**src/rtl/piso_tx.sv**
```systemverilog
// Parallel-in serial-out transmitter: takes a word over a valid/ready load
// handshake and shifts it out one bit per clock, streaming words with no gap.
module piso_tx #(
   parameter int WIDTH     = 4,
   parameter bit MSB_FIRST = 1'b1
) (
   input  logic             clk,
   input  logic             rst,
   input  logic [WIDTH-1:0] d,
   input  logic             load_valid,
   output logic             load_ready,
   output logic             sout,
   output logic             sout_valid,
   output logic             done,
   output logic             busy
);

   localparam int CW = (WIDTH > 2) ? $clog2(WIDTH) : 1;
   localparam logic [CW-1:0] LAST = CW'(WIDTH - 1);

   typedef enum logic {
      IDLE,
      SHIFT
   } state_t;

   state_t           state_reg, state_next;
   logic [WIDTH-1:0] shift_reg, shift_next;
   logic [CW-1:0]    cnt_reg, cnt_next;
   logic [WIDTH-1:0] d_ordered;
   logic             last_bit;
   logic             accept;

   // Reorder the word once at load so the shifter always drains from its top bit.
   genvar gi;
   generate
      for (gi = 0; gi < WIDTH; gi++) begin : g_order
         if (MSB_FIRST) begin : g_msb
            assign d_ordered[gi] = d[gi];
         end else begin : g_lsb
            assign d_ordered[gi] = d[WIDTH-1-gi];
         end
      end
   endgenerate

   always_ff @(posedge clk or negedge rst) begin
      if (!rst) begin
         state_reg <= IDLE;
         shift_reg <= '0;
         cnt_reg   <= '0;
      end else begin
         state_reg <= state_next;
         shift_reg <= shift_next;
         cnt_reg   <= cnt_next;
      end
   end

   always_comb begin
      state_next = state_reg;
      shift_next = shift_reg;
      cnt_next   = cnt_reg;

      last_bit   = (state_reg == SHIFT) && (cnt_reg == LAST);
      load_ready = (state_reg == IDLE) || last_bit;
      accept     = load_valid && load_ready;

      busy       = (state_reg == SHIFT);
      sout_valid = busy;
      done       = last_bit;
      sout       = busy & shift_reg[WIDTH-1];

      case (state_reg)
         IDLE: begin
            if (accept) begin
               state_next = SHIFT;
               shift_next = d_ordered;
               cnt_next   = '0;
            end
         end
         SHIFT: begin
            if (accept) begin
               // Back-to-back reload on the last bit keeps the stream gapless.
               shift_next = d_ordered;
               cnt_next   = '0;
            end else if (last_bit) begin
               state_next = IDLE;
               shift_next = '0;
               cnt_next   = '0;
            end else begin
               shift_next = {shift_reg[WIDTH-2:0], 1'b0};
               cnt_next   = cnt_reg + CW'(1);
            end
         end
         default: begin
            state_next = IDLE;
         end
      endcase
   end

endmodule

```
**config.mk**
```make
export PLATFORM = sky130hd
export DESIGN_NAME = piso_tx
export DESIGN_NICKNAME = d
export VERILOG_FILES = /design/src/rtl/piso_tx.sv
export SDC_FILE = /design/constraint.sdc
export NUM_CORES = 1
export LEC_CHECK = 0
export BUFFER_PORTS_ARGS = -buffer_cell sky130_fd_sc_hd__clkbuf_2
export CORE_AREA = 2 2 39 41
export CTS_CLUSTER_SIZE = 28
export DETAILED_ROUTE_END_ITERATION = 12
export DIE_AREA = 0 0 41 43
export PLACE_DENSITY = 0.51
export SYNTH_ARGS = -nofsm -noshare
export SYNTH_HDL_FRONTEND = slang
export SYNTH_SLANG_ARGS = --single-unit
export TNS_END_PERCENT = 50
```
**constraint.sdc**
```tcl
create_clock -name clk -period 1.7 [get_ports clk]
set_input_delay 0.34 -clock clk [delete_from_list [all_inputs] [get_ports clk]]
set_output_delay 0.34 -clock clk [all_outputs]
set_load 0.02 [all_outputs]
```
==> metrics <==
outcome=finished clean; most frequent cells in the layout=clkbuf_2, dfrtp_1, nor3b_1, a311o_1, clkbuf_4; Yosys warnings=0; CP arrival=1.26 ns; post-synthesis sequential area ratio=0.455; Placed Instances=55; post-synthesis cell type count=19; Max Cap Violations=0; power per cell area=1800 mW/mm^2; Buf/Inv on CP=1; Leakage=0.226 nW; Net Count, Synth=40; final instance area=462 sq um; CP max stage cell=dfrtp_1; initial core utilization=0.278; synthesized area=385 sq um; RSZ-0062 raised after global routing=no; Post-DRT Antenna Nets=0; RD Place Congestion=0.723; Via-to-Cell Ratio=4.90; Pre-antenna DRT Iters=1; Avg Cell Area, Syn=12.0 sq um; clock latency on the worst-skew pair=0.25 ns; max-slew violation count=0; post-route setup TNS=0 ns; root buf cell=clkbuf_4; Resized cells post-CTS=0; Critical Path Source Type=flip-flop; sw frac=0.384; IO Port Bufs=11; row count=14; worst rel slew slack=0.688; NetSw=0.000320 W; kind of critical path=flip-flop to output port; pin count of the biggest net entering global routing=16; period utilization=0.943; FMAX=0.624 GHz; first-pass GRT wire length=1240 um; Area after DPL=425 sq um; die height=43 um; maximum VDD drop=597 uV; Reg clk slew, reported paths=0.05 ns; Total Nets Final=53; Tightest Pin Transition=0.468 ns; commonest non-fill, non-tap cell in the layout=clkbuf_2; Finished Layout Cells=60; wire length per cell=12.4 um; GR Overflow Total=0; crit path cell chain=ha_1, nand2b_4, clkbuf_2; # diodes=0; Hold Vio Cnt, Final=0; Sequential Power Share=0.358; max incr delay on CP=0.39 ns; Die ar.=0.00176 sq mm; Final Setup Violations=0; Hold Slack=0.343 ns; clock sink total=7; core area=0.00138 sq mm; total track usage=0.111; post-CTS setup buffer count=0; max FFs per register=4; CTS Buffer Depth=2; number of DRC markers in iteration 0=0; layout cell share with drive strength beyond 1=0.386; clock skew=0.00518 ns; via count=294; H-tree levels=1; worst-path fanout max=7; CP delay by family, top=flip-flops; Post-route DRC=0; Int Pwr=0.000513 W; worst hold path type=input port to flip-flop; Overall Power=0.000833 W; Area Growth Syn to Fin=19.8%; crit end category=output port; Clk pwr share=0.179; Yosys reg bits=7; initial antenna violation count=0; Syn Inst Count=32; Logic pwr share=0.463; die width=41 um; IO Pins=12; CTS tree=yes; final wirelength=742 um; Period minus WS final=1.60 ns; data required time of the critical path=1.36 ns; vias in the first global route=259; clock buffer count from CTS=3
==> synthesized netlist by cell type <==
cell type  instances  area share
nor3b_1            3       0.058
buf_4              1       0.019
a311o_1            3       0.078
or3b_1             1       0.023
and2_1             2       0.032
nor2_1             1      0.0097
ha_1               1       0.032
and3b_1            1       0.023
o22ai_1            1       0.016
buf_2              1       0.013
and3b_2            2       0.052
dfrtp_1            7        0.45
o21ai_0            1       0.013
nand2_1            1      0.0097
a32o_1             1       0.026
buf_6              2       0.058
or2b_1             1       0.019
nand2b_4           1       0.036
mux2i_1            1       0.026
==> path summary, 6_finish.rpt <==
check,startpoint,slack [ns],end,depth (start not counted)
worst min register to register,shift_reg[0],0.49,shift_reg[0],1
max in group asynchronous,rst,1.07,busy,2
worst min-delay path,d[0],0.34,shift_reg[0],2
worst max register to register,cnt_reg[0],0.37,shift_reg[1],3
worst max-delay path,cnt_reg[0],0.1,load_ready,3
min in group asynchronous,rst,0.46,shift_reg[3],2
==> metal layers <==
layer  global-route usage  vias up  part of all wire
li1                     -      143                 -
met1                0.146      141              0.43
met2                0.138        8              0.48
met3               0.0366        2             0.070
met4                0.100        0             0.011
met5                    0        -                 0
==> kinds of logic after synthesis <==
group / synth area share
compound gates: 0.133
fa+ha+maj: 0.0325
flops: 0.455
buf+inv: 0.0909
simple gates: 0.263
mux: 0.0260
==> power groups by stage <==
stage	sequential, W	clock (W)	combinational (W)
after global placement	0.000294	0	0.000391
after CTS	0.000299	0.000159	0.000395
after global routing	0.000312	0.000168	0.000426
final	0.000298	0.000149	0.000385
after detailed placement	0.000303	0	0.000393
after floorplan	0.000283	0	0.000359
==> stage by stage <==
stage | utilization | worst slack [ns]
6_report | 0.334 | 0.0963
5_1_grt | 0.334 | 0.0252
4_1_cts | 0.334 | 0.0794
3_5_place_dp | 0.307 | 0.356
3_3_place_gp | 0.307 | 0.354
2_1_floorplan | - | 0.369
==> worst reg2reg max path, cell delays in order, from the launching register on <==
cell and delay, ns:
dfrtp_1 0.39, ha_1 0.26, nand2b_4 0.19, a311o_1 0.37
==> cell type report <==
type / instances / area, sq um
tap: 16 / 20.0
multi-input combinational: 21 / 175
sequential: 7 / 175
fill: 150 / 922
clock buffer: 4 / 26.3
timing repair buffer: 12 / 65.1
==> what timing repair did <==
item | CTS | global route
hold endpoints to repair | 7 | 0
hold buffers | 1 | 0
setup endpoints to repair | 0 | 0
Note: power is estimated with default switching activity, not from simulation.
